[src/rtl/overlay_fetch.sv]
// Overlay picture fetcher: streams RGBA4444 pixels from SDRAM
// through a prefetch FIFO, one pixel per active ce_pix.
module overlay_fetch #(
  parameter int unsigned BASE_ADDR  = 0,
  parameter int unsigned ADDR_W     = 24,
  parameter int unsigned FRAME_PIX  = 76800,
  parameter int unsigned FIFO_DEPTH = 8
) (
  input  logic              clk,
  input  logic              Reset_I,
  input  logic              enable,
  input  logic              ce_pix,
  input  logic              hblank,
  input  logic              vblank,
  input  logic              vsync,
  output logic [ADDR_W-1:0] sd_addr,
  output logic              sd_req,
  input  logic              sd_valid,
  input  logic [31:0]       sd_data,
  output logic [15:0]       pix_rgba,
  output logic              pix_valid,
  output logic              underflow
);

  localparam int unsigned WORDS = FRAME_PIX / 2;
  localparam int unsigned WC_W  = $clog2(WORDS + 1);
  localparam int unsigned PW    = $clog2(FIFO_DEPTH);
  localparam int unsigned CW    = PW + 1;

  localparam logic [ADDR_W-1:0] BASE   = ADDR_W'(BASE_ADDR);
  localparam logic [WC_W-1:0]   WC_MAX = WC_W'(WORDS);
  localparam logic [CW-1:0]     DEPTH  = CW'(FIFO_DEPTH);

  typedef enum logic [1:0] {
    S_IDLE,
    S_REQ,
    S_WAIT
  } state_t;

  state_t            state_q, state_d;
  logic              vsync_q;
  logic [31:0]       mem [FIFO_DEPTH];
  logic [PW-1:0]     wr_ptr, rd_ptr;
  logic [CW-1:0]     count;
  logic              half_q;
  logic              drop_q;
  logic [WC_W-1:0]   wcnt;
  logic [ADDR_W-1:0] addr_q;
  logic [15:0]       pix_q;
  logic              pv_q;
  logic              uf_q;

  logic        fs, act, blk, empty;
  logic        got, push, pop;
  logic [31:0] head;

  assign fs    = enable & vsync & ~vsync_q;
  assign act   = ce_pix & ~hblank & ~vblank;
  assign blk   = ce_pix & (hblank | vblank);
  assign empty = (count == '0);
  assign got   = (state_q == S_WAIT) & sd_valid;
  assign push  = enable & got & ~drop_q & ~fs;
  assign pop   = act & ~empty & half_q & ~fs;
  assign head  = mem[rd_ptr];

  assign sd_req    = (state_q == S_REQ) & enable;
  assign sd_addr   = addr_q;
  assign pix_rgba  = pix_q;
  assign pix_valid = pv_q;
  assign underflow = uf_q;

  always_comb begin
    state_d = state_q;
    unique case (state_q)
      S_IDLE:
        if (count < DEPTH && wcnt < WC_MAX)
          state_d = S_REQ;
      S_REQ:
        state_d = S_WAIT;
      S_WAIT:
        if (sd_valid)
          state_d = S_IDLE;
      default:
        state_d = S_IDLE;
    endcase
    if (!enable)
      state_d = S_IDLE;
  end

  always_ff @(posedge clk or negedge Reset_I) begin
    if (!Reset_I) vsync_q <= 1'b0;
    else          vsync_q <= vsync;
  end

  always_ff @(posedge clk) begin
    if (push)
      mem[wr_ptr] <= sd_data;
  end

  always_ff @(posedge clk or negedge Reset_I) begin
    if (!Reset_I) begin
      state_q <= S_IDLE;
      wr_ptr  <= '0;
      rd_ptr  <= '0;
      count   <= '0;
      half_q  <= 1'b0;
      drop_q  <= 1'b0;
      wcnt    <= '0;
      addr_q  <= BASE;
      pix_q   <= '0;
      pv_q    <= 1'b0;
      uf_q    <= 1'b0;
    end else if (!enable) begin
      state_q <= S_IDLE;
      wr_ptr  <= '0;
      rd_ptr  <= '0;
      count   <= '0;
      half_q  <= 1'b0;
      drop_q  <= 1'b0;
      wcnt    <= '0;
      addr_q  <= BASE;
      pix_q   <= '0;
      pv_q    <= 1'b0;
      uf_q    <= 1'b0;
    end else begin
      state_q <= state_d;
      if (fs) begin
        wr_ptr <= '0;
        rd_ptr <= '0;
        count  <= '0;
        half_q <= 1'b0;
        wcnt   <= '0;
        addr_q <= BASE;
        uf_q   <= 1'b0;
        // A read in flight now belongs to the old frame
        drop_q <= (state_q == S_REQ) |
                  ((state_q == S_WAIT) & ~sd_valid);
      end else begin
        if (got & drop_q)
          drop_q <= 1'b0;
        if (push) begin
          wr_ptr <= wr_ptr + PW'(1);
          addr_q <= addr_q + ADDR_W'(2);
          wcnt   <= wcnt + WC_W'(1);
        end
        if (pop)
          rd_ptr <= rd_ptr + PW'(1);
        unique case ({push, pop})
          2'b10:   count <= count + CW'(1);
          2'b01:   count <= count - CW'(1);
          default: count <= count;
        endcase
        if (act) begin
          if (empty) uf_q   <= 1'b1;
          else       half_q <= ~half_q;
        end
      end
      if (act) begin
        pv_q  <= ~empty;
        pix_q <= empty  ? 16'h0000 :
                 half_q ? head[31:16] : head[15:0];
      end else if (blk) begin
        pv_q  <= 1'b0;
        pix_q <= 16'h0000;
      end
    end
  end

endmodule

[config.mk]
export PLATFORM = sky130hd
export DESIGN_NAME = overlay_fetch
export DESIGN_NICKNAME = d
export VERILOG_FILES = /design/src/rtl/overlay_fetch.sv
export SDC_FILE = /design/constraint.sdc
export NUM_CORES = 1
export LEC_CHECK = 0
export ABC_AREA = 1
export ABC_CLOCK_PERIOD_IN_PS = 6700
export CAP_MARGIN = 20
export CORE_MARGIN = 2
export CORE_UTILIZATION = 46
export CTS_BUF_LIST = sky130_fd_sc_hd__clkbuf_16
export DETAILED_ROUTE_END_ITERATION = 7
export DONT_BUFFER_PORTS = 1
export PLACE_DENSITY = 0.66
export SETUP_SLACK_MARGIN = 0.4
export SYNTH_ARGS = -nofsm -noshare
export SYNTH_HDL_FRONTEND = slang
export SYNTH_SLANG_ARGS = --single-unit
[constraint.sdc]
create_clock -name clk -period 6.7 [get_ports clk]
set_clock_uncertainty 0.1 [all_clocks]
set_input_delay 2.01 -clock clk [delete_from_list [all_inputs] [get_ports clk]]
set_output_delay 2.01 -clock clk [all_outputs]
set_load 0.05 [all_outputs]
## After elaboration in Yosys (flattened, before gate mapping)

Memory sizes are Yosys's and may differ from the RTL's.
Index checks and enable logic that the tools add are counted.

| storage, ports and cells | value |
|---|---|
| register bits | 73 |
| bits in writable memories | 256 |
| memories kept | 1 |
| input bits | 40 |

| operators by class | value |
|---|---|
| reductions and logical operators | 6 |
| equality and inequality tests | 14 |
| mux-type cells | 40 |
| add/sub/neg operators | 6 |
| order comparisons | 2 |
| bitwise logic cells | 25 |

Memories:

| memory | depth | bits a word | read ports | clocked after memory_dff | wr ports | RTL line | RTL |
|---|---|---|---|---|---|---|---|
| mem | 8 | 32 | 1 | 0 | 1 | 42 | `logic [31:0] mem [FIFO_DEPTH];` |

Operators with widths:

| cell | number |
|---|---|
| 2-to-1 mux 16 bit | 8 |
| 2-to-1 mux 24 bit | 3 |
| adder 24 x 2 -> 24 bit (second input constant) | 1 |
| 2-to-1 mux 3 bit | 6 |
| inequality test 3 x 1 -> 1 bit (second input constant) | 6 |
| adder 16 x 1 -> 16 bit (second input constant) | 1 |
| less-than comparator 16 bit (second input constant) | 1 |
| 2-to-1 mux 1 bit | 16 |
| AND 1 bit | 15 |
| inequality test 3 bit (second input constant) | 3 |
| 2-to-1 mux 4 bit | 2 |
| NOT 1 bit | 8 |
| case mux 4 bit (2 select lines) | 1 |
| adder 3 x 1 -> 3 bit (second input constant) | 2 |
| 2-to-1 mux 2 bit | 3 |
| case mux 2 bit (3 select lines) | 1 |
| AND reduction 2 bit | 3 |
| adder 4 x 1 -> 4 bit (second input constant) | 1 |
| == test 2 x 1 -> 1 bit (second input constant) | 2 |
| == test 2 bit (second input constant) | 2 |
| logical NOT 4 bit | 1 |
| less-than comparator 4 bit (second input constant) | 1 |
| inequality test 4 x 1 -> 1 bit (second input constant) | 1 |
| subtractor 4 x 1 -> 4 bit (second input constant) | 1 |
| other kinds (3) | 4 |

## Depth between registers and ports, before layout

Gate-level depths: netlist (run 1).

| depth | value |
|---|---|
| word-level depth | 10 |
| depth in mapped cells | 14 |
| depth with buffers taken out | 14 |

## Worst setup path before layout (run 1)

Ideal clock, no wire load.

| path | value |
|---|---|
| kind | input-to-reg |
| start | input enable |
| end | memory mem[2][0], enable pin |
| setup time | 0.461 ns |
| arrival time | 4.821 ns |
| buffers on the path | 0 |
| slack | 1.317 ns |
| stages on the path | 5 |
| required time | 6.139 ns |
| path through | nand3_1 nand2_2 nor3_4 nand2_1 nor3_1 |

| between the ends | value |
|---|---|
| word-level cells in the longest chain between the ends | 6 |
| elaborated cells on any way between the ends | 8 |
| those cells by class | mux: 2; bitwise: 6 |

RTL lines:

| item | RTL line | RTL |
|---|---|---|
| start, declared | 11 | `input logic enable,` |
| AND 1 bit (2 in a row) | 57 | `assign fs = enable & vsync & ~vsync_q;` |
| NOT 1 bit | 62 | `assign push = enable & got & ~drop_q & ~fs;` |
| AND 1 bit (*) | 62 |  |
| 2-to-1 mux 1 bit (*) | 96 | `if (push)` |
| 2-to-1 mux 1 bit (not written as such) (*) | 97 | `mem[wr_ptr] <= sd_data;` |
| end, declared | 42 |  |

Every way passes the cells marked *; elsewhere a longest branch is shown, timed or not.

## Worst setup path in the final report (run 1)

| path | value |
|---|---|
| start | input enable |
| end | output sd_req |

| between the ends | value |
|---|---|
| word-level cells in the longest chain between the ends | 1 |

RTL lines:

| item | RTL line | RTL |
|---|---|---|
| AND 1 bit | 66 | `assign sd_req = (state_q == S_REQ) & enable;` |
| end, declared | 17 | `output logic sd_req,` |

No other way between the ends.

==> results of run 1 <==
logic make-up after synthesis:
| group | count (synthesis) | synth area share, % |
|---|---|---|
| buffers and inverters | 321 | 8.63 |
| other | 1 | 0.0256 |
| adders and majority gates | 8 | 0.683 |
| AOI/OAI and AO/OA | 54 | 2.02 |
| and+or+nand+nor | 816 | 23.7 |
| DFF | 328 | 64.8 |
| xor gates and xnor gates | 3 | 0.179 |
metrics by stage:
step,cell area [um^2],power (W)
floorplan,14700,0.00233
global placement,15000,0.00235
detailed placement,15000,0.00235
CTS,16200,0.00423
global route,16200,0.00433
finish,16200,0.00418
metal layers:
metal,track usage (%),part of all wire (%),wire length [um],vias to the layer above
met5,0,0,0,-
met4,6.74,2.5,842,0
li1,-,-,-,4913
met2,34.7,48,15900,258
met1,26.6,43,14300,4685
met3,4.05,6.7,2210,62
layout by cell type, fill, tap and decap left out, drive strengths merged:
cell,instances
o22ai,1
nand4,6
o31ai,1
xor2,2
dfrtp,72
nor3b,1
nand3,224
nor2,79
o21bai,2
a21oi,22
clkinv,11
a21boi,1
buf,18
clkbuf,36
nand3b,2
nand2,488
nor3,16
bufinv,3
a22o,2
clkinvlp,1
a211oi,2
edfxtp,256
conb,1
o21ai,22
xnor2,1
a31oi,1
ha,8
inv,273
flip-flops by register name, summed over array words and instances, names as in the netlist, 2 cells and up:
| name | flops |
|---|---|
| rd_ptr | 3 |
| mem | 256 |
| count | 4 |
| pix_rgba | 16 |
| wr_ptr | 3 |
| sd_addr | 23 |
| state_q | 2 |
| wcnt | 16 |
worst max path at each step:
stage,end,cells after the start,startpoint,slack [ns]
4_1_cts,sd_req,2,enable,2.20
6_report,sd_req,2,enable,2.20
5_1_grt,sd_req,2,enable,2.19
3_5_place_dp,sd_req,2,enable,2.20
2_1_floorplan,mem[2][0],5,enable,1.32
3_3_place_gp,sd_req,2,enable,2.20
synth_stat cells (2+ instances only):
cell | instances | share of area (%)
nor3_1 | 15 | 0.51
a211oi_1 | 2 | 0.10
o21bai_1 | 2 | 0.10
xor2_1 | 2 | 0.12
nand3_1 | 221 | 7.5
nor2_1 | 73 | 1.9
nand2_1 | 487 | 12
nand3b_1 | 2 | 0.10
o21ai_0 | 22 | 0.75
a22o_1 | 2 | 0.12
a21oi_1 | 22 | 0.75
nand4_1 | 5 | 0.21
inv_1 | 259 | 6.6
buf_1 | 8 | 0.20
nand3_4 | 2 | 0.24
dfrtp_1 | 72 | 12
nor2_2 | 3 | 0.13
buf_2 | 39 | 1.3
nor2_4 | 3 | 0.23
edfxtp_1 | 256 | 52
clkbuf_1 | 10 | 0.26
ha_1 | 8 | 0.68
inv_2 | 2 | 0.051
layout make-up:
class / instances / area [um^2] / area share [%]
Multi-Input combinational cell: 882 / 3940 / 24.3
Inverter: 262 / 985 / 6.08
Timing Repair Buffer: 18 / 155 / 0.958
Clock buffer: 36 / 901 / 5.56
Sequential cell: 328 / 9490 / 58.6
Clock inverter: 26 / 216 / 1.34
Tap cell: 402 / 503 / 3.11
worst min-delay path: stages (launching register included):
cell     delay (ns)
dfrtp_1        0.37
nand2_1        0.06
nand2_1        0.06
power by group through the flow:
stage          Combinational [W]  Sequential, W  Clock (W)
2_1_floorplan          0.0000546        0.00227          0
3_3_place_gp           0.0000753        0.00228          0
3_5_place_dp           0.0000765        0.00228          0
4_1_cts                0.0000768        0.00223    0.00191
5_1_grt                0.0000854        0.00223    0.00201
6_report               0.0000760        0.00223    0.00187
==> results.tsv, run 1 <==
metric	value	unit
run_status	completed	
port_buffers	0	
drt_wl_total	33200	um
setup_tns	0	ns
avgViaCountPerCell	5.08	
hpwl	19300	um
final_cell_count_no_fill	1954	
ant_nets	0	
cts_tree	built	
first_global_vias	9729	
core-area	31500	um^2
cp-end-kind	output port	
holdCritStartpoint	wcnt[1]	
worstSkewPairLatency	0.54	ns
crit_chain	nand2_1 -> inv_1	
setup_viol	0	
clock_sinks	328	
drive_above_1_share	5.80	%
power_frac_clock	44.8	%
worst_pin_slew	1.07	ns
power_density	258	nW/um^2
antenna_found_initial	0	
n_fill_cell	2779	
async_reset_ff_share	22.0	%
fmax	222	MHz
path_buf_inv	1	
dieArea	33300	um^2
cts_max_level	2	
globalplace.congestion	0.795	
syn_area	14700	um^2
max_stage_delay	0.32	ns
post-route-period-util	67.1	%
hold_class	flop to flop	
fin_nets	1576	
die_h	182	um
reg2reg_to	pix_rgba[2]	
p_int	0.00333	W
p_switching	0.000858	W
gr-total-overflow	0	
postCtsSetupBuffers	0	
ctsHoldBuffers	0	
start_util	46.6	%
required	4.59	ns
placedCellCount	1891	
area_growth	10.5	%
rows	65	
cp_data_arrival_time	2.39	ns
synthesis.nets	1579	
syn_area_per_cell	9.57	um^2
min_to	wcnt[1]	
r2r_slack	3.68	ns
remaining_drc_errors	0	
vias	9918	
holdPathStages	2	
clock-root-buffer	clkbuf_16	
worst_r2r_startpoint	rd_ptr[0]	
slowest_stage	inv_1	
io-pin-count	83	
grt_max_degree	102	
synth_seq_cells	328	
synthDistinctLibCells	37	
combPwrFrac	1.8	%
sequentialPowerShare	53.4	%
antenna_cells	0	
cts_resized	0	
syn_inst	1531	
worst_setup_path_start_kind	input port	
hold-worst-slack	0.417	ns
slew_viol_final	0	
grt_pass1_wl	53300	um
synth-main-ff-cell	edfxtp_1	
period_minus_slack	4.50	ns
hold_viol	0	
clockBufferDepth	3	
crit_family	buffers and inverters	
relSlewSlack	28.8	%
swShare	20.5	%
worst_slack	2.20	ns
cts-buffers-inserted	36	
wire_per_inst	17.0	um
crit_type	input port to output port	
synth_edf_count	256	
cap_viol_max_count	0	
die_w	182	um
drtIter0Drc	841	
yosysWarnings	0	
place_ws	2.20	ns
track_usage	20.5	%
p_leak	7.09	nW
first_pass_iters	5	
clkTransAtPathRegs	0.06	ns
yosysSeqAreaShare	64.8	%
rsz0062_at_grt	no	
ir_drop	0.214	mV
reg2reg_depth	10	
utilization	51.5	%
critPathMaxFanout	5	
Power figures use the tool's default switching activity.
==> run 2, diff against run 1 <==
- ABC_CLOCK_PERIOD_IN_PS: 6700 -> 4600
- clock period: 6.7 -> 4.6 ns (I/O delays scaled with it)
==> results.tsv, run 2 (same netlist as run 1, synthesis figures left out) <==
metric	value	unit	change
hold_viol	0		unchanged
n_fill_cell	2742		-1.3%
ctsHoldBuffers	0		unchanged
cp_data_arrival_time	1.75	ns	-0.64 ns
dieArea	33300	um^2	unchanged
grt_pass1_wl	53000	um	-0.69%
slowest_stage	inv_1		
grt_max_degree	94		-7.8%
period_minus_slack	3.23	ns	
power	0.00620	W	+48%
ant_nets	0		unchanged
drt_wl_total	33300	um	about the same
worstSkewPairLatency	0.52	ns	-0.02 ns
ir_drop	0.393	mV	+83%
die_w	182	um	unchanged
wire_per_inst	16.9	um	-0.46%
first_pass_iters	5		unchanged
regMostFlops	mem		
worst-path-stages	2		unchanged
power_density	381	nW/um^2	+47%
cts_max_level	2		unchanged
path_buf_inv	1		unchanged
required	3.12	ns	-1.47 ns
start_util	46.6	%	unchanged
p_leak	7.12	nW	+0.35%
rows	65		unchanged
setup_viol	0		unchanged
remaining_drc_errors	0		unchanged
seq_area	9490	um^2	unchanged
slew_viol_final	0		unchanged
clock_sinks	328		unchanged
hold_class	flop to flop		
cts_resized	0		unchanged
vias	10100		+1.6%
max_stage_delay	0.32	ns	about the same
clkTransAtPathRegs	0.06	ns	about the same
largest_reg_flops	256		unchanged
cts_tree	built		
port_buffers	0		unchanged
relSlewSlack	28.8	%	about the same
clock-root-buffer	clkbuf_16		
clockBufferDepth	3		unchanged
io-pin-count	83		unchanged
fmax	309	MHz	
drive_above_1_share	6.53	%	+0.74 points
worst_slack	1.37	ns	-0.836 ns
place_ws	1.14	ns	-1.07 ns
holdPathStages	2		unchanged
worst_setup_path_start_kind	input port		
drtIter0Drc	720		-14%
reg2reg_depth	8		-2
worst_pin_slew	1.07	ns	+0.000752 ns
postCtsSetupBuffers	0		unchanged
multi_input_area	3940	um^2	unchanged
utilization	51.7	%	+0.25 points
core-area	31500	um^2	unchanged
fin_nets	1581		+0.32%
globalplace.congestion	0.810		+2.0%
avgViaCountPerCell	5.13		+1.0%
cp-end-kind	output port		
layout_commonest_cell	nand2_1		
gr-total-overflow	0		unchanged
post-route-period-util	70.2	%	
first_global_vias	9900		+1.8%
cts-buffers-inserted	36		unchanged
critPathMaxFanout	5		unchanged
crit_type	input port to output port		
hpwl	19800	um	+2.7%
crit_chain	nand2_1 -> inv_1		
rsz0062_at_grt	no		
cap_viol_max_count	0		unchanged
area_growth	11.1	%	
crit_family	buffers and inverters		
track_usage	20.5	%	-0.040 points
die_h	182	um	unchanged
run_status	completed		
antenna_found_initial	1		+1
mostFrequentLayoutCells	nand2_1 (487), inv_1 (259), edfxtp_1 (256), nand3_1 (221), nor2_1 (73)		
run 2: changes by cell type in the layout (fill, tap and decap cells not counted), moves of 2 or more:
cell,change
buf_4,+5
clkinv_1,+6
clkinv_2,+6
inv_6,+2
inv_1,-9
run 2: cell type report:
type | instances | area share (%)
tap | 402 | 3.09
multi-input combinational | 882 | 24.2
clock inverter | 29 | 1.47
timing repair buffer | 23 | 1.14
clock buffer | 37 | 5.69
antenna | 1 | 0.0154
inverter | 262 | 6.05
sequential | 328 | 58.3
run 2: path summary, 6_finish.rpt:
kind                            startpoint  slack [ns]      endpoint
worst max-delay path                enable        1.37        sd_req
worst max register to register   rd_ptr[0]        1.86   pix_rgba[1]
worst min register to register     wcnt[1]        0.42       wcnt[1]
min in group asynchronous          Reset_I        0.45  pix_rgba[12]
worst min-delay path               wcnt[1]        0.42       wcnt[1]
max in group asynchronous          Reset_I        3.83     rd_ptr[1]
run 2: power breakdown:
group	total (W)	switching (W)	internal (W)	leakage [nW]
clock network	0.00283	0.00114	0.00169	0.587
registers	0.00326	0.0000358	0.00322	3.30
logic	0.000112	0.0000816	0.0000300	3.23
run 2: per-layer routing:
metal  track usage (%)  vias up  share of wire (%)
li1                  -     4911                  -
met5                 0        -                  0
met2              34.3      276                 48
met4              8.13        0                3.2
met1              25.7     4824                 42
met3              4.89       62                7.4
run 2: per-stage QoR:
step           hold slack [ns]  instances  TNS, ns  area, um^2
4_1_cts                  0.422       1963        0       16300
6_report                 0.422       1964        0       16300
3_5_place_dp             0.407       1897        0       15100
2_1_floorplan            0.375       1531   -37.28       14700
3_3_place_gp             0.389       1897        0       15100
5_1_grt                  0.428       1963        0       16300
==> run 3, diff against run 2 <==
- ABC_CLOCK_PERIOD_IN_PS: 4600 -> 2700
- PLACE_DENSITY: 0.66 -> 0.68
- clock period: 4.6 -> 2.7 ns (I/O delays scaled with it)
==> results.tsv, run 3 (same netlist as run 1, synthesis figures left out) <==
metric	value	unit	change
worstSkewPairLatency	0.52	ns	about the same
worst_setup_path_start_kind	flop		
hold_viol	72		+72
cts-buffers-inserted	35		-2.8%
regMostFlops	mem		
drive_above_1_share	7.94	%	+1.4 points
antenna_cells	0		-1
fin_nets	1599		+1.1%
area_growth	12.5	%	
drt_wl_total	33300	um	+0.28%
setup_viol	0		unchanged
violations	negative hold slack		
antenna_found_initial	0		-1
path_buf_inv	1		unchanged
run_status	finished with violations		
setup_tns	0	ns	unchanged
post-route-period-util	83.7	%	
layout_commonest_cell	nand2_1		
hold-worst-slack	-0.105	ns	-0.527 ns
wire_per_inst	16.9	um	-0.33%
critPathMaxFanout	2		-3
first_global_vias	10100		+1.8%
reg2reg_depth	14		+6
grt_max_degree	94		unchanged
ant_nets	0		unchanged
crit_chain	nor2_2 -> nand2_2 -> clkinvlp_4		
globalplace.congestion	0.825		+1.7%
cts_max_level	2		unchanged
port_buffers	0		unchanged
cp_data_arrival_time	1.35	ns	-0.40 ns
fmax	442	MHz	
rows	65		unchanged
die_w	182	um	unchanged
dieArea	33300	um^2	unchanged
clockBufferDepth	3		unchanged
hold_class	input port to asynchronous set/reset pin		
clock_sinks	328		unchanged
remaining_drc_errors	0		unchanged
slew_viol_final	0		unchanged
slowest_stage	dfrtp_2		
cp-end-kind	output port		
clkTransAtPathRegs	0.06	ns	about the same
p_leak	7.23	nW	+1.6%
period_minus_slack	2.26	ns	
track_usage	20.4	%	-0.057 points
cts_tree	built		
cap_viol_max_count	0		unchanged
crit_type	flop to output port		
power	0.0100	W	+62%
crit_family	flip-flops		
rsz0062_at_grt	yes		
worst_pin_slew	0.673	ns	-0.394 ns
start_util	46.6	%	unchanged
power_density	608	nW/um^2	+60%
core-area	31500	um^2	unchanged
die_h	182	um	unchanged
max_stage_delay	0.41	ns	+0.09 ns
vias	10200		+1.0%
mostFrequentLayoutCells	nand2_1 (484), inv_1 (264), edfxtp_1 (256), nand3_1 (218), nor2_1 (72)		
required	1.79	ns	-1.33 ns
clock-root-buffer	clkbuf_16		
io-pin-count	83		unchanged
hpwl	20300	um	+2.6%
largest_reg_flops	256		unchanged
relSlewSlack	55.1	%	+26 points
ir_drop	0.342	mV	-13%
drtIter0Drc	855		+19%
gr-total-overflow	0		unchanged
first_pass_iters	5		unchanged
grt_pass1_wl	53400	um	+0.86%
avgViaCountPerCell	5.15		+0.41%
worst-path-stages	3		+1
## run 3: cell types whose count changed in the layout (fill, tap and decap cells not counted), sizes merged
cell	before	now
clkbuf	37	36
clkinvlp	0	1
bufinv	4	0
inv	265	270
diode	1	0
clkinv	22	15
buf	23	42
## run 3: what timing repair did
| item | 4_1_cts | 5_1_grt |
|---|---|---|
| gates cloned | 0 | 0 |
| gates resized for setup | 5 | 4 |
| pin swaps | 1 | 0 |
| buffers inserted | 3 | 0 |
| setup endpoints to repair | 1 | 4 |
| hold endpoints to repair | 72 | 72 |
## run 3: power breakdown
part           internal [W]  total (W)  switching, W
combinational     0.0000677   0.000224      0.000157
sequential          0.00549    0.00554     0.0000547
clock               0.00241    0.00425       0.00184
## run 3: worst register-to-register path, cell delays in order, from the launching register on
cell and delay, ns:
dfrtp_1 0.38, inv_2 0.08, buf_4 0.13, nand3_4 0.09, nor3_4 0.13, inv_1 0.10
ha_1 0.24, ha_1 0.34, nand3_1 0.09, nand2_1 0.07, inv_1 0.05, nand2_1 0.06
nand2_1 0.05, nand3_1 0.05, o21ai_0 0.08
## run 3: layer usage
metal | GRT usage (%) | up-vias | routed length (um)
met1 | 26.8 | 4838 | 14400
met5 | 0 | - | 0
li1 | - | 4955 | -
met3 | 3.95 | 54 | 2200
met2 | 34.5 | 329 | 16200
met4 | 5.94 | 0 | 633
## run 3: area by class of cell
class | count | area (um^2)
Multi-Input combinational cell | 882 | 4040
Clock buffer | 36 | 901
Timing Repair Buffer | 42 | 440
Clock inverter | 24 | 115
Fill cell | 2720 | 15000
Sequential cell | 328 | 9500
Tap cell | 402 | 503
Inverter | 262 | 990
## run 3: worst paths after layout
kind / from / slack [ns] / endpoint
max in group asynchronous: Reset_I / 2.49 / pix_rgba[10]
worst max-delay path: state_q[1] / 0.44 / sd_req
worst min-delay path: Reset_I / -0.11 / pix_rgba[1]
worst min register to register: wcnt[1] / 0.43 / wcnt[1]
worst max register to register: state_q[0] / 0.53 / count[3]
min in group clk: vsync / 0.23 / vsync_q
## run 3: per-stage QoR
stage / setup slack, ns / hold WS (ns) / util (%) / instances / area, um^2
2_1_floorplan: -0.136 / 0.375 / - / 1531 / 14800
3_3_place_gp: 0.141 / 0.394 / 49.0 / 1913 / 15400
3_5_place_dp: 0.0862 / 0.416 / 49.0 / 1913 / 15400
4_1_cts: 0.437 / -0.131 / 52.3 / 1976 / 16500
5_1_grt: 0.369 / -0.128 / 52.4 / 1976 / 16500
6_report: 0.439 / -0.105 / 52.4 / 1976 / 16500
